**config.mk**
```make
export PLATFORM = sky130hd
export DESIGN_NAME = instr_rom_loader
export DESIGN_NICKNAME = d
export VERILOG_FILES = /design/src/rtl/instr_rom_loader_pkg.sv /design/src/rtl/instr_rom_loader_rom_bank_array.sv /design/src/rtl/instr_rom_loader.sv
export SDC_FILE = /design/constraint.sdc
export NUM_CORES = 1
export LEC_CHECK = 0
export BUFFER_PORTS_ARGS = -buffer_cell sky130_fd_sc_hd__buf_2
export CORE_MARGIN = 2
export CORE_UTILIZATION = 52
export CTS_CLUSTER_DIAMETER = 100
export CTS_CLUSTER_SIZE = 30
export DETAILED_ROUTE_END_ITERATION = 12
export GPL_TIMING_DRIVEN = 0
export PLACE_DENSITY_LB_ADDON = 0.05
export SYNTH_ARGS = -nofsm -noshare
export SYNTH_HDL_FRONTEND = slang
export SYNTH_SLANG_ARGS = --single-unit
```
**constraint.sdc**
```tcl
create_clock -name clock -period 6.2 [get_ports clock]
set_input_delay 0.93 -clock clock [delete_from_list [all_inputs] [get_ports clock]]
set_output_delay 0.93 -clock clock [all_outputs]
set_load 0.01 [all_outputs]
```
**src/rtl/instr_rom_loader_pkg.sv**
```systemverilog
// Shared types for the 4-bit cpu instruction memory and its loader.
//   addr_t         : cpu fetch address {mode[1:0], word[3:0]}; the packed
//                    value is the physical word address
//   data_t         : instruction {opcode[3:0], imm[3:0]}
//   loader_state_t : program loader FSM states
//   BANK_WORDS     : words per mode bank
package instr_rom_loader_pkg;

  localparam int unsigned BANK_WORDS = 16;

  typedef struct packed {
    logic [1:0] mode;
    logic [3:0] word;
  } addr_t;

  typedef struct packed {
    logic [3:0] opcode;
    logic [3:0] imm;
  } data_t;

  typedef enum logic [2:0] {
    HALT,
    RUN,
    LOAD,
    DONE,
    ERROR
  } loader_state_t;

endpackage

```
**src/rtl/instr_rom_loader_rom_bank_array.sv**
```systemverilog
// rom_bank_array: BANKS*16 x 8 register array backing the instruction memory.
//   clock, reset : system clock, synchronous active-low clear of every word
//   rd_addr      : combinational read address (mode >= BANKS reads 8'h00)
//   rd_data      : word at rd_addr, zero latency, shows the pre-write value
//                  when written in the same cycle
//   wr_en        : write strobe, takes effect at the next clock edge
//   wr_addr      : physical word address to write
//   wr_data      : word to write
module rom_bank_array
  import instr_rom_loader_pkg::*;
#(
  parameter int unsigned BANKS = 2,
  localparam int unsigned WORDS = BANKS * BANK_WORDS,
  localparam int unsigned AW = $clog2(WORDS)
) (
  input  logic          clock,
  input  logic          reset,
  input  addr_t         rd_addr,
  output data_t         rd_data,
  input  logic          wr_en,
  input  logic [AW-1:0] wr_addr,
  input  data_t         wr_data
);

  localparam logic [2:0] NBANKS = 3'(BANKS);

  data_t mem_q [WORDS];
  data_t mem_d [WORDS];

  always_comb begin
    mem_d = mem_q;
    if (wr_en) begin
      mem_d[wr_addr] = wr_data;
    end
  end

  always_ff @(posedge clock) begin
    if (!reset) begin
      for (int unsigned i = 0; i < WORDS; i++) begin
        mem_q[i] <= '0;
      end
    end else begin
      mem_q <= mem_d;
    end
  end

  // Unimplemented banks read as zero; the low AW bits index the implemented words.
  always_comb begin
    rd_data = '0;
    if ({1'b0, rd_addr.mode} < NBANKS) begin
      rd_data = mem_q[rd_addr[AW-1:0]];
    end
  end

endmodule

```
**src/rtl/instr_rom_loader.sv**
```systemverilog
// instr_rom_loader: instruction-memory responder and run-time program loader.
//   clock, reset : system clock, synchronous active-low reset
//   addr, data   : cpu fetch port, combinational read
//   cpu_run      : active-low cpu reset, low while a program loads
//   prog_start   : pulse that restarts a load at word 0 (beats that cycle are dropped)
//   prog_valid/prog_ready/prog_data/prog_last : byte-stream load handshake
//   prog_busy    : high in LOAD and DONE
//   prog_error   : sticky overflow flag, cleared by prog_start or reset
//   checksum     : mod-256 sum of bytes accepted since the last prog_start
module instr_rom_loader
  import instr_rom_loader_pkg::*;
#(
  parameter int unsigned BANKS    = 2,
  parameter bit          INIT_RUN = 1'b1
) (
  input  logic       clock,
  input  logic       reset,
  input  addr_t      addr,
  output data_t      data,
  output logic       cpu_run,
  input  logic       prog_start,
  input  logic       prog_valid,
  output logic       prog_ready,
  input  logic [7:0] prog_data,
  input  logic       prog_last,
  output logic       prog_busy,
  output logic       prog_error,
  output logic [7:0] checksum
);

  localparam int unsigned AW = $clog2(BANKS * BANK_WORDS);
  localparam logic [AW-1:0] LAST_WP = AW'(BANKS * BANK_WORDS - 1);

  loader_state_t state_q, state_d;
  logic [AW-1:0] wp_q, wp_d;
  logic [7:0]    checksum_q, checksum_d;
  logic          cpu_run_q, cpu_run_d;
  logic          prog_ready_q, prog_ready_d;
  logic          prog_busy_q, prog_busy_d;
  logic          prog_error_q, prog_error_d;
  logic          wr_en;

  rom_bank_array #(.BANKS(BANKS)) u_mem (
    .clock   (clock),
    .reset   (reset),
    .rd_addr (addr),
    .rd_data (data),
    .wr_en   (wr_en),
    .wr_addr (wp_q),
    .wr_data (prog_data)
  );

  always_comb begin
    state_d    = state_q;
    wp_d       = wp_q;
    checksum_d = checksum_q;
    wr_en      = 1'b0;
    if (prog_start) begin
      state_d    = LOAD;
      wp_d       = '0;
      checksum_d = '0;
    end else begin
      case (state_q)
        LOAD: begin
          if (prog_valid && prog_ready_q) begin
            wr_en      = 1'b1;
            wp_d       = wp_q + AW'(1);
            checksum_d = checksum_q + prog_data;
            if (prog_last) begin
              state_d = DONE;
            end else if (wp_q == LAST_WP) begin
              state_d = ERROR;
            end
          end
        end
        DONE:    state_d = RUN;
        default: state_d = state_q;
      endcase
    end
    // Outputs are registered, so they are decoded from the next state.
    cpu_run_d    = (state_d == RUN);
    prog_ready_d = (state_d == LOAD);
    prog_busy_d  = (state_d == LOAD) || (state_d == DONE);
    prog_error_d = (state_d == ERROR);
  end

  always_ff @(posedge clock) begin
    if (!reset) begin
      state_q      <= INIT_RUN ? RUN : HALT;
      wp_q         <= '0;
      checksum_q   <= '0;
      cpu_run_q    <= INIT_RUN;
      prog_ready_q <= 1'b0;
      prog_busy_q  <= 1'b0;
      prog_error_q <= 1'b0;
    end else begin
      state_q      <= state_d;
      wp_q         <= wp_d;
      checksum_q   <= checksum_d;
      cpu_run_q    <= cpu_run_d;
      prog_ready_q <= prog_ready_d;
      prog_busy_q  <= prog_busy_d;
      prog_error_q <= prog_error_d;
    end
  end

  assign cpu_run    = cpu_run_q;
  assign prog_ready = prog_ready_q;
  assign prog_busy  = prog_busy_q;
  assign prog_error = prog_error_q;
  assign checksum   = checksum_q;

endmodule

```
# After elaboration in Yosys (flattened, before gate mapping)
# Index checks and enable logic that the tools add are counted.
# totals
reg_bits,276
input_bits,19
out_inout_bits,20
wordCells,107
# classes
addsub,2
order_cmp,4
n_eq_ne,7
mux,15
n_bitwise,3
reduce_logical,5
# op_table
cell,n
$bwmux 256,1
$bmux 8 s5,1
$demux 8 s5,1
$mux 8,4
$eq 3x2->1 const B,4
$ge 6x6->1 const B,2
$mux 3,4
$not 5->6,2
$add 8x8->8,1
$lt 6x1->1 const B,1
$pmux 3 s2,1
$add 5x1->5 const B,1
$eq 5x5->1 const B,1
$eq 3x1->1 const B,1
$eq 3x3->1 const B,1
$mux 1,3
$logic_and 1x1->1,2
$lt 2x2->1 const B,1
$reduce_and 2->1,1
$reduce_or 2->1,1
$logic_or 1x1->1,1
$not 1->1,1

# Logic depth before layout (Yosys ltp)
# logic_depth
ltp_word,8
mapped_depth,9
mapped_depth_nobuf,8

# Modules after synthesis
# Synthesis repeated with hierarchy kept, for this count alone.
# hier_totals
cells_unflattened,1469
area_unflattened_um2,13474.2
# modules_own_cells
module,instances,cells_per_inst,area_each_um2,seq_area_each_um2
rom_bank_array,1,1343,12371.9,5124.9
instr_rom_loader,1,126,1102.3,400.4

# Least setup slack after synthesis
# OpenSTA, ideal clock, no wires.
# synth_timing
path_kind,input port to output port
startpoint,input addr[0] (netlist bit)
endpoint,output data[0] (netlist bit)
arrival_ns,2.510
required_ns,5.270
setup_slack_ns,2.760
cell_stages,7
path_buffers,4
path_cell_list,buf_4 buf_6 buf_6 buf_6 mux4_2 mux2i_1 a2111oi_0
# synth_lines
element,line_no,rtl
from (decl),instr_rom_loader.sv:18,"input addr_t addr,"
to (decl),instr_rom_loader.sv:19,"output data_t data,"

==> summary.txt <==
Finish
  • Net total in the final layout: 1,294
  • Number of antenna cells inserted: 0
  • Area Overhead vs Synth: 7.17%
  • Most common cell after layout, fill and taps aside: sky130_fd_sc_hd__dfxtp_1
  • Final Instance Area: 14,100 sq um
  • Commonest cells after routing, fill and taps aside: sky130_fd_sc_hd__dfxtp_1, sky130_fd_sc_hd__nor2b_1, sky130_fd_sc_hd__mux2i_1
  • Fraction of layout instances using a drive strength above 1: 0.143

Placement
  • Standard cell area after detailed placement: 13,700 sq um
  • RePlAce Congestion: 0.879
  • DP Worst Slack: 1.96 ns
  • # port buffers: 33
  • Hpwl dp: 27,300 um

Global routing
  • Total routing resource utilization after global routing: 0.291
  • Met1 track utilization from global routing: 0.417
  • First-pass GRT wire length: 57,200 um
  • GRT Max-Usage Layer: met2
  • Met2 Usage GRT: 0.460
  • Met3 track demand over resource in global routing: 0.0409
  • Pin count of the biggest net entering global routing: 31
  • Antenna violations before repair: 0
  • Final global-route overflow total: 0
  • Number of global-route vias before repair: 8,922

Timing
  • Max transition margin: 0.299
  • Highest attainable clock frequency: 0.224 GHz
  • Hold violation total from the final report: 0
  • Crit path setup slack, layout: 1.73 ns
  • Unrepaired setup endpoints after global routing: no
  • Setup Skew: 0.0195 ns
  • Part of the cycle the worst path needs: 0.721
  • Slew of the pin with the lowest slew margin: 1.05 ns
  • Total negative setup slack: 0 ns
  • Final setup violating endpoints: 0
  • Worst hold-check slack: 0.470 ns
  • Final critical delay including setup and external delays: 4.47 ns
  • Max-slew violation count: 0

Die
  • Initial cell density of the core: 0.525
  • Width of the die: 163 um
  • Boundary pin count: 39
  • Placeable core region: 25,000 sq um
  • Total die area: 26,600 sq um
  • Vertical die dimension: 163 um
  • Std-Cell Rows: 58

Logic synthesis
  • Leading area contributor after synthesis: sky130_fd_sc_hd__dfxtp_1
  • Share of synthesized area spent on multiplexers: 0.276
  • Register bit total from synthesis: 276
  • Complex-gate fraction of the synthesized area: 0.0612
  • Main combinational cell family by area after synthesis: multiplexers
  • Unique cell type count in the Yosys netlist: 46
  • Post-synthesis adder-cell area fraction: 0.0129
  • Fraction of synthesized cell area in xor and xnor cells: 0.00266
  • Simple-gate area share of the yosys netlist: 0.188
  • Post-synthesis instance area: 13,100 sq um
  • Number of nets in the synthesized netlist: 1,246
  • Share of synthesized area occupied by flip-flops and latches: 0.420
  • Top cells by area, synth: sky130_fd_sc_hd__dfxtp_1, sky130_fd_sc_hd__mux2i_1, sky130_fd_sc_hd__mux4_2, sky130_fd_sc_hd__nor2b_1, sky130_fd_sc_hd__a21boi_0
  • Mean area per synthesized cell: 10.8 sq um
  • Warnings from Yosys: 0
  • Yosys top cell area share: 0.420
  • Post-synthesis instance total: 1,214

Power
  • PnR Total Power: 3.00 mW
  • Leak Pwr: 5.96 nW
  • Pwr Density: 213 nW/um^2
  • Internal power component: 2.26 mW
  • Power share of the sequential group: 0.592
  • Peak ir drop on the vdd network: 0.190 mV
  • Clock network power share: 0.336
  • Comb power frac: 0.072
  • Switching power of the nets: 0.743 mW
  • Fraction of power spent switching nets: 0.248

Detailed routing
  • Total via count in the routed design: 9,421
  • Detailed-router iteration count before antenna repair: 5
  • Avg Vias per Cell: 5.91
  • Routed length per placed instance: 24.0 um
  • DRC violation count after routing: 0
  • Initial detailed-routing violation count: 850
  • Drt total wl: 38,300 um
  • Number of nets still failing antenna checks after routing: 0

Setup path
  • CP delay by family, top: buffers and inverters
  • Series of cell instances along the critical path: buf_2, clkbuf_1, buf_4, mux2i_1, a2111oi_0, buf_2
  • Worst Path Buf+Inv: 4
  • Worst setup path class: primary input to output pin
  • Maximum cell stage delay along the critical path: 0.84 ns
  • Most frequent CP cell: sky130_fd_sc_hd__buf_2
  • Data arrival at the endpoint of the critical path: 3.54 ns
  • Maximum fanout count along the critical path: 10
  • CP max-delay cell: sky130_fd_sc_hd__a2111oi_0
  • Endpoint required time on the critical path: 5.27 ns
  • Element type at the critical path end: output pin
  • Startpoint kind of the worst setup timing path: primary input

Job
  • Number of maximum-capacitance violations: 0

Clock network
  • CTS Root Cell: sky130_fd_sc_hd__clkbuf_16
  • Hold bufs inserted after CTS: 0
  • Clock latency on the worst-skew pair: 0.50 ns
  • Deepest level of the CTS H-tree: 1
  • Clock Sinks: 276
  • Clock slew seen by the registers of the worst setup and hold paths: 0.10 ns
  • Max Buffers Root-to-Sink: 3
  • TritonCTS clock tree: built
  • Postcts setup bufs: 0
  • Total of cells resized after clock tree synthesis: 0
  • Cts bufs inserted: 13

Min path
  • Hold crit path type: flip-flop to flip-flop

Run status
  • Outcome: finished, final reports clean
state kept, by name, indices dropped and copies added (netlist names):
name,flops
cpu_run,1
checksum,8
prog_ready,1
wp_q,5
state_q,3
prog_error,1
u_mem.mem_q,256
prog_busy,1
per-stage QoR:
stage,cells,utilization
floorplan,1214,-
global placement,1577,0.548
detailed placement,1577,0.548
CTS,1593,0.563
global route,1593,0.563
finish,1593,0.563
layer usage:
layer,wire length [um],up-vias,part of all wire
met5,0,-,0
met3,2090,64,0.055
li1,-,4378,-
met1,17700,4682,0.46
met4,1130,0,0.030
met2,17300,297,0.45
path summary, 6_finish.rpt:
path,from,end,slack [ns],depth (start not counted)
hold reg to reg,u_mem.mem_q[102],u_mem.mem_q[102],0.47,2
setup reg to reg,wp_q[0],u_mem.mem_q[201],3.73,6
setup / recovery,addr[2],data[3],1.73,6
hold / removal,u_mem.mem_q[102],u_mem.mem_q[102],0.47,2
tightest hold or removal path: cells and delay by family, from the launching register on:
kind,cells,cell delay [ns]
AND/OR/NAND/NOR,1,0.05
flip-flops,1,0.32
AO/OA/AOI/OAI,1,0.06
cells by family (layout without fill, tap and decap cells):
| family | after synthesis | in the layout |
|---|---|---|
| mux | 274 | 274 |
| flops | 276 | 276 |
| fa+ha+maj | 13 | 13 |
| xor+xnor | 4 | 4 |
| buf+inv | 106 | 155 |
| simple gates | 427 | 427 |
| compound gates | 114 | 114 |
cell usage after synthesis, drive strengths merged:
cell and number:
fa 1, ha 12, nand4 1, a21oi 14, o41ai 1, o21a 4, mux2i 202, a21o 1
mux4 71, o21bai 1, o21ai 8, nor3 8, nand3 94, dfxtp 276, o22ai 7, or2 1
and3 3, or3 2, xnor2 3, nor2b 203, buf 36, a2111oi 7, inv 7, and4b 1
xor2 1, o31ai 1, nand2 89, o311ai 1, clkbuf 63, a31oi 1, a21boi 64, or3b 1
nor4 1, a211oi 3, nand2b 8, a221o 1, nor2 15, mux2 1
cell type report:
class,count,area [sq um]
Buffer,99,482
Clock buffer,14,339
Clock inverter,2,25.0
Fill cell,2283,10900
Inverter,7,26.3
Multi-Input combinational cell,832,7110
Sequential cell,276,5530
Tap cell,330,413
Timing Repair Buffer,33,165
power groups by stage:
| stage | logic (mW) | registers (mW) | clock network [mW] |
|---|---|---|---|
| finish | 0.217 | 1.78 | 1.01 |
| global route | 0.227 | 1.78 | 1.08 |
| CTS | 0.215 | 1.78 | 1.02 |
| detailed placement | 0.214 | 1.82 | 0 |
| global placement | 0.215 | 1.82 | 0 |
| floorplan | 0.129 | 1.82 | 0 |
No activity file was read; power rests on OpenSTA's default activity.
